## config.mk

```make
export PLATFORM = sky130hd
export DESIGN_NAME = spi_read_master
export DESIGN_NICKNAME = d
export VERILOG_FILES = /design/src/rtl/spi_read_pkg.sv /design/src/rtl/spi_sclk_gen.sv /design/src/rtl/spi_read_master.sv
export SDC_FILE = /design/constraint.sdc
export NUM_CORES = 1
export LEC_CHECK = 0
export ABC_AREA = 1
export BUFFER_PORTS_ARGS = -buffer_cell sky130_fd_sc_hd__clkbuf_2
export CAP_MARGIN = 25
export CELL_PAD_IN_SITES_DETAIL_PLACEMENT = 0
export CELL_PAD_IN_SITES_GLOBAL_PLACEMENT = 1
export CORE_ASPECT_RATIO = 0.75
export CORE_MARGIN = 1
export CORE_UTILIZATION = 44
export CTS_CLUSTER_SIZE = 10
export DETAILED_ROUTE_END_ITERATION = 16
export PLACE_DENSITY = 0.85
export SLEW_MARGIN = 30
export SYNTH_ARGS = -nofsm -noshare
export SYNTH_HDL_FRONTEND = slang
export SYNTH_SLANG_ARGS = --single-unit
```

## constraint.sdc

```tcl
create_clock -name clk -period 1.5 [get_ports clk]
set_clock_uncertainty 0.05 [all_clocks]
set_input_delay 0.375 -clock clk [delete_from_list [all_inputs] [get_ports clk]]
set_output_delay 0.375 -clock clk [all_outputs]
set_load 0.02 [all_outputs]
```

## src/rtl/spi_read_pkg.sv

```systemverilog
// Shared state encoding and default frame geometry for the SPI read master.
package spi_read_pkg;

    typedef enum logic [1:0] {
        IDLE,
        SETUP,
        SHIFT,
        HOLD
    } state_t;

    localparam int DEF_DATA_W     = 8;
    localparam int DEF_HALF_DIV   = 2;
    localparam int DEF_GAP_CYCLES = 4;

    function automatic int max_int(input int a, input int b);
        return (a > b) ? a : b;
    endfunction

endpackage

```

## src/rtl/spi_sclk_gen.sv

```systemverilog
// SCLK divider: DATA_W periods of HALF_DIV cycles high then HALF_DIV low, started by start, held by run.
// sclk is registered; rise/done flag the clk edge that changes it; no backpressure.
module spi_sclk_gen
    import spi_read_pkg::*;
#(
    parameter int DATA_W   = DEF_DATA_W,
    parameter int HALF_DIV = DEF_HALF_DIV
) (
    input  logic clk,
    input  logic rst_n,
    input  logic start,
    input  logic run,
    output logic sclk,
    output logic rise,
    output logic done
);

    localparam int HW = $clog2(HALF_DIV + 1);
    localparam int BW = $clog2(DATA_W + 1);

    logic [HW-1:0] half_cnt;
    logic [BW-1:0] bit_cnt;
    logic          half_end;
    logic          last_bit;

    assign half_end = (half_cnt == HW'(HALF_DIV - 1));
    assign last_bit = (bit_cnt == BW'(DATA_W - 1));

    // start raises sclk on the same edge the FSM enters SHIFT, so that edge is the first sample point
    assign rise = start | (run & ~sclk & half_end & ~last_bit);
    assign done = run & ~sclk & half_end & last_bit;

    always_ff @(posedge clk or negedge rst_n) begin
        if (!rst_n) begin
            sclk     <= 1'b0;
            half_cnt <= '0;
            bit_cnt  <= '0;
        end else if (start) begin
            sclk     <= 1'b1;
            half_cnt <= '0;
            bit_cnt  <= '0;
        end else if (run) begin
            if (!half_end) begin
                half_cnt <= half_cnt + HW'(1);
            end else begin
                half_cnt <= '0;
                if (sclk) begin
                    sclk <= 1'b0;
                end else if (last_bit) begin
                    bit_cnt <= '0;
                end else begin
                    sclk    <= 1'b1;
                    bit_cnt <= bit_cnt + BW'(1);
                end
            end
        end else begin
            sclk     <= 1'b0;
            half_cnt <= '0;
            bit_cnt  <= '0;
        end
    end

endmodule

```

## src/rtl/spi_read_master.sv

```systemverilog
// Free-running SPI mode-0 read master: one word every GAP_CYCLES + (2*DATA_W+2)*HALF_DIV cycles, all outputs registered.
// No backpressure; define SPI_LSB_FIRST_EN to place the first sampled bit in data_out[0].
module spi_read_master
    import spi_read_pkg::*;
#(
    parameter int DATA_W     = DEF_DATA_W,
    parameter int HALF_DIV   = DEF_HALF_DIV,
    parameter int GAP_CYCLES = DEF_GAP_CYCLES
) (
    input  logic              clk,
    input  logic              rst_n,
    input  logic              miso,
    output logic              cs,
    output logic              sclk,
    output logic [DATA_W-1:0] data_out,
    output logic              data_valid
);

    localparam int CW = $clog2(max_int(GAP_CYCLES, HALF_DIV) + 1);

    state_t            state;
    logic [CW-1:0]     cnt;
    logic [DATA_W-1:0] shreg;
    logic              gap_end;
    logic              half_end;
    logic              start;
    logic              run;
    logic              rise;
    logic              done;

    assign gap_end  = (cnt == CW'(GAP_CYCLES - 1));
    assign half_end = (cnt == CW'(HALF_DIV - 1));
    assign start    = (state == SETUP) & half_end;
    assign run      = (state == SHIFT);

    spi_sclk_gen #(
        .DATA_W   (DATA_W),
        .HALF_DIV (HALF_DIV)
    ) u_sclk_gen (
        .clk   (clk),
        .rst_n (rst_n),
        .start (start),
        .run   (run),
        .sclk  (sclk),
        .rise  (rise),
        .done  (done)
    );

    always_ff @(posedge clk or negedge rst_n) begin
        if (!rst_n) begin
            state      <= IDLE;
            cnt        <= '0;
            cs         <= 1'b1;
            data_out   <= '0;
            data_valid <= 1'b0;
            shreg      <= '0;
        end else begin
            data_valid <= 1'b0;
            // miso has been stable since the previous sclk fall, so sample as sclk goes high
            if (rise) begin
`ifdef SPI_LSB_FIRST_EN
                shreg <= {miso, shreg[DATA_W-1:1]};
`else
                shreg <= {shreg[DATA_W-2:0], miso};
`endif
            end
            case (state)
                IDLE: begin
                    if (gap_end) begin
                        cnt   <= '0;
                        cs    <= 1'b0;
                        state <= SETUP;
                    end else begin
                        cnt <= cnt + CW'(1);
                    end
                end
                SETUP: begin
                    if (half_end) begin
                        cnt   <= '0;
                        state <= SHIFT;
                    end else begin
                        cnt <= cnt + CW'(1);
                    end
                end
                SHIFT: begin
                    if (done) begin
                        cnt   <= '0;
                        state <= HOLD;
                    end
                end
                HOLD: begin
                    if (half_end) begin
                        cnt        <= '0;
                        cs         <= 1'b1;
                        data_out   <= shreg;
                        data_valid <= 1'b1;
                        state      <= IDLE;
                    end else begin
                        cnt <= cnt + CW'(1);
                    end
                end
                default: begin
                    cnt   <= '0;
                    cs    <= 1'b1;
                    state <= IDLE;
                end
            endcase
        end
    end

endmodule

```

* Yosys cells after proc, flatten, opt, wreduce, memory -nomap -nowiden
Index checks and enable logic that the tools add are counted.
** Storage, ports and cells
- Bits in latches :: 0
- Logic and storage cells :: 67
- Register bits after elaboration :: 30
- Bits in read-only memories :: 0
- Memories kept :: 0
- RAM bits :: 0
** Operators by class
- Order comparisons :: 0
- Bitwise logic cells :: 8
- Equal/unequal tests :: 13
- Multipliers :: 0
- Div/mod/pow operators :: 0
- Reduce and logical (&&, ||, !) cells :: 7
- Add/subtract/negate cells :: 3
- Multiplexer cells :: 27
- Shifts and indexed selects :: 0
** Operators by type and width (count)
- 4-bit 2-to-1 mux :: 5
- 2-bit 2-to-1 mux :: 7
- 1-bit 2-to-1 mux :: 9
- 3-bit 2-to-1 mux :: 3
- 3-bit one-hot mux with 3 select lines :: 1
- 2-bit != test, second input constant :: 4
- 2-bit one-hot mux with 4 select lines :: 1
- 3-bit by 2-bit != test with 1-bit output, second input constant :: 2
- 1-bit bitwise AND :: 5
- 4-bit by 1-bit adder with 4-bit output, second input constant :: 1
- 2-bit by 1-bit equality test with 1-bit output, second input constant :: 2
- 2-bit equality test, second input constant :: 2
- 4-bit by 3-bit equality test with 1-bit output, second input constant :: 1
- 2-bit AND reduction :: 2
- 4-bit AND reduction :: 1
- 3-bit by 1-bit adder with 3-bit output, second input constant :: 1
- 3-bit by 1-bit equality test with 1-bit output, second input constant :: 1
- 3-bit by 2-bit equality test with 1-bit output, second input constant :: 1
- 3-bit AND reduction :: 1
- 2-bit by 1-bit adder with 2-bit output, second input constant :: 1
- 2-bit logical NOT :: 1
- 1-bit NOT :: 2
- 1-bit one-hot mux with 2 select lines :: 1
- 2-bit nonzero test :: 1
- 2 further kinds :: 2

* Longest topological paths before layout
- Word-level depth :: 6
- Mapped depth :: 9

* Modules after synthesis
Synthesis repeated with hierarchy kept, for this count alone.
** Second synthesis, totals
- Cells, all modules :: 174
- Area total of the unflattened synthesis :: 1536.5 µm²
** By module, submodules not included
- spi_read_master :: sequential area each 576.8 µm², times used 1, area an instance 1129.8 µm², cells each 119
- spi_sclk_gen :: sequential area each 175.2 µm², times used 1, area an instance 406.6 µm², cells each 55

* Least setup slack after synthesis
No wires, ideal clock.
- Path type :: register -> register
- Start :: register state[0]
- End :: register state[0]
- Slack :: 0.153 ns
- Buffers on the path :: 1
- Cell stages (with the launch flop) :: 7
- Library setup time :: 0.121 ns
- Required time :: 1.329 ns
- Data arrival time :: 1.175 ns
- Cell sequence :: dfrtp_1 -> inv_1 -> ha_1 -> buf_4 -> or2_2 -> nand3_1 -> nand2_1
** On the way
- Cells in the longest elaborated chain, start to end :: 6
- Elaborated cells on any way between the ends :: 13
** Ends and longest elaborated chain
- from (decl) :: RTL line spi_read_master.sv:21 : state_t state;
- from (signal assigned) :: RTL line spi_read_master.sv:51 : state <= IDLE;
- from (signal assigned) :: RTL line spi_read_master.sv:72 : state <= SETUP;
- from (signal assigned) :: RTL line spi_read_master.sv:80 : state <= SHIFT;
- 2-bit equality test :: RTL line spi_read_master.sv:34, spi_read_master.sv:67
- 1-bit bitwise AND (3 in a row) :: RTL line spi_sclk_gen.sv:31 : assign done = run & ~sclk & half_end & last_bit;
- 2-bit != test (no source line)
- 4-bit AND reduction (no source line)
Several ways; a longest one is shown, not always the timed one.
A chain may end at the register's enable or synchronous reset.

* Worst setup path in the final report
- Start :: register cnt[0]
- End :: register u_sclk_gen.half_cnt[1]
** On the way
- Cells in the longest elaborated chain, start to end :: 3
** Ends and longest elaborated chain
- from (decl) :: RTL line spi_read_master.sv:22 : logic [CW-1:0] cnt;
- from (signal assigned) :: RTL line spi_read_master.sv:74 : cnt <= cnt + CW'(1);
- from (signal assigned) :: RTL line spi_read_master.sv:82 : cnt <= cnt + CW'(1);
- from (signal assigned) :: RTL line spi_read_master.sv:99 : cnt <= cnt + CW'(1);
- 3-bit by 1-bit equality test with 1-bit output :: RTL line spi_read_master.sv:32 : assign half_end = (cnt == CW'(HALF_DIV - 1));
- 1-bit bitwise AND :: RTL line spi_read_master.sv:33 : assign start = (state == SETUP) & half_end;
- 2-bit 2-to-1 mux :: RTL line spi_sclk_gen.sv:38 : end else if (start) begin
- to (signal assigned) :: RTL line spi_sclk_gen.sv:44 : half_cnt <= half_cnt + HW'(1);
- to (decl) :: RTL line spi_sclk_gen.sv:21 : logic [HW-1:0] half_cnt;
No other way between the ends.

==> run_results.csv <==
group,metric,value,unit
sta,slew_violations,0,
final_layout,final_common_cell,"nand2_1",
synthesis,synth-seq-area-share,47.5,%
synthesis,ys.warnings.count,0,
clock_tree,cts.clk_slew.worst_paths,0.06,ns
setup_path,start_kind,"flop",
synthesis,syn-mean-instance-area,8.65,sq um
clock_tree,clk_latency,0.29,ns
route,vias,1193,
placement,dp_cells,239,
synthesis,ys_seq_elements,30,
clock_tree,clock_path_buffers,2,
power_and_ir_drop,p_leak,1.03,nW
sta,fin_crit,1.41,ns
placement,gp_congestion,0.813,
setup_path,cp_max_fo,10,
grt,antenna_found_initial,0,
sta,clock.fmax,708,MHz
route,drt-initial-drc-count,46,
synthesis,netlist_area,0.00158,sq mm
synthesis,yosysUniqueCellTypes,26,
route,drt-vias-per-instance,4.77,
setup_path,r2r-start,"cnt[0]$_DFFE_PN0P_",
synthesis,synth_largest_area_cell,"dfrtp_1",
synthesis,yosysTopAreaCellShare,45.8,%
grt,grt_use_total,17.7,%
setup_path,crit_chain,"ha_1 > inv_2 > nor2_4 > nand2_4 > nand2_2 > or2_1 > nor2_2",
hold_path,min_path_type,"in2reg",
sta,finalCritPeriodShare,94.2,%
clock_tree,cts_sinks,30,
flow_run,cap_violations,0,
synthesis,yosys-top-cells-area,"dfrtp_1 46%, nand2_1 16%, ha_1 7.9%",
placement,dp_slack,0.00132,ns
final_layout,final-seq-area,752,sq um
power_and_ir_drop,peakVddDrop,0.672,mV
floorplan,die_height,53.9,um
setup_path,critPathArrivalTime,1.58,ns
floorplan,core,0.00336,sq mm
clock_tree,cts_tree,"built",
status,status,"finished, violations left",
route,wirelength,2780,um
final_layout,finalNetCount,222,
setup_path,r2r_slack,0.09,ns
placement,dpl.hpwl,2050,um
setup_path,crit_path_top_delay_cell,"dfrtp_1",
setup_path,worstRegToRegCells,7,
sta,slew_headroom,80.7,%
hold_path,min_from,"miso",
setup_path,cp_num_buf_inv,1,
sta,hold_viol,0,
clock_tree,cts-buffers-inserted,5,
grt,grt_pass1_vias,1140,
clock_tree,cts-root-buf,"clkbuf_8",
final_layout,layout-drive-gt1-share,29.0,%
status,failed_checks,"design-rule violations",
hold_path,whs_endpoint,"shreg[0]$_DFFE_PN0P_",
sta,setup_violations,0,
final_layout,fin_cells,250,
setup_path,crit_required,1.67,ns
grt,grt_max_degree,31,
setup_path,critPathTopFamily,"simple AND/OR/NAND/NOR gates",
floorplan,die_w,71.3,um
grt,overflow,0,
floorplan,top_level_ports,14,
final_layout,multiInputGateArea,736,sq um
sta,tightest_slew,0.289,ns
floorplan,rows,18,
final_layout,diodes,0,
setup_path,endpoint_kind,"flop",
final_layout,final_cell_mix,"68 x nand2_1, 29 x dfrtp_1, 16 x nand3_1, 13 x inv_1, 13 x clkbuf_2",
setup_path,critical_path.max_stage_delay,0.41,ns
route,wl_per_cell,11.1,um
clock_tree,cts_max_level,2,
sta,postLayoutSetupSlackWorst,0.0875,ns
route,ant_nets,0,
hold_path,hold_depth,3,
power_and_ir_drop,p_per_area,1010,mW/mm^2
setup_path,path_class,"reg2reg",
route,route.detailed.drc,4,
setup_path,reg2reg_to,"u_sclk_gen.half_cnt[1]$_DFF_PN0_",
placement,portBuffers,13,
grt,grt_pass1_wl,4920,um
final_layout,area.growth.synth_to_final,20.8,%
synthesis,syn_nets,196,
floorplan,dieArea,0.00384,sq mm
route,drt-pass1-iter-count,11,
synthesis,postSynthCellCount,183,
final_layout,num-fill-cells,300,
floorplan,initial_core_util,47.2,%
-- worst max-delay path by stage --
stage,start,to,slack (ns),cells after the start
after floorplan,state[0]$_DFFE_PN0P_,state[0]$_DFFE_PN0P_,0.15,6
after CTS,cnt[0]$_DFFE_PN0P_,state[1]$_DFFE_PN0P_,0.007,8
final,cnt[0]$_DFFE_PN0P_,u_sclk_gen.half_cnt[1]$_DFF_PN0_,0.09,7
after detailed placement,state[0]$_DFFE_PN0P_,shreg[5]$_DFFE_PN0P_,0.001,6
after global routing,state[1]$_DFFE_PN0P_,state[1]$_DFFE_PN0P_,-0.01,9
after global placement,state[0]$_DFFE_PN0P_,shreg[3]$_DFFE_PN0P_,0.02,6
-- flip-flops by register name (all words and copies together), names as in the netlist --
name	count
cnt	3
cs	1
data_out	8
data_valid	1
shreg	8
state	2
u_sclk_gen.bit_cnt	4
u_sclk_gen.half_cnt	2
u_sclk_gen.sclk	1
-- cell type report --
cell class              count  share of cell area [%]
clock inverters             2                    3.14
flip-flops and latches     30                    39.3
repair buffers             22                    7.72
clock buffers               6                    4.32
multi-input cells         128                    38.5
well taps                  40                    2.62
inverters                  22                    4.38
-- cell usage after synthesis (all sizes together) --
cell,n
a31oi,1
buf,3
clkinv,1
dfrtp,29
dfstp,1
ha,10
inv,21
nand2,76
nand3,19
nand4,1
nor2,9
nor3,1
o21ai,5
o21bai,2
o22ai,1
or2,3
-- cell families (layout without fill, tap and decap cells) --
family          after synthesis  after routing  synth area share (%)
simple gates                109            109                  33.6
buf+inv                      25             52                  6.96
fa+ha+maj                    10             10                  7.91
compound gates                9              9                  4.03
flops                        30             30                  47.5
-- layer usage --
metal,track usage [%],wire (um),vias up
met3,5.62,106,8
li1,-,-,619
met1,22.3,1400,545
met2,27.6,1210,21
met5,0,0,-
met4,10.0,62,0
-- per-stage QoR --
stage          total power [mW]  hold slack (ns)  TNS, ns  util [%]  cell area (sq um)
2_1_floorplan             0.888           0.0294        0         -               1580
3_3_place_gp              0.928            0.291        0      51.5               1730
3_5_place_dp              0.930            0.293        0      51.5               1730
4_1_cts                    1.96            0.233        0      56.4               1890
5_1_grt                    2.01            0.243  -0.0194      57.0               1910
6_report                   1.94            0.241        0      57.0               1910
-- timing repair --
item | in CTS | in global routing
endpoints found under the hold margin | 29 | 0
buffers inserted | 1 | 1
resized for setup | 1 | 7
hold buffers | 1 | 0
setup endpoints to repair | 10 | 7
-- tightest hold or removal path, cell delays in order --
cell      delay [ns]
clkbuf_2        0.08
nand2_1         0.05
nand2_1         0.04
-- report_power, final --
part	switching, mW	internal, mW	leakage (nW)	total (mW)
Sequential	0.0154	0.831	0.370	0.847
Combinational	0.0445	0.0243	0.590	0.0688
Clock	0.314	0.708	0.0714	1.02
Total	0.373	1.56	1.03	1.94
Note: power is estimated with default switching activity, not from simulation.
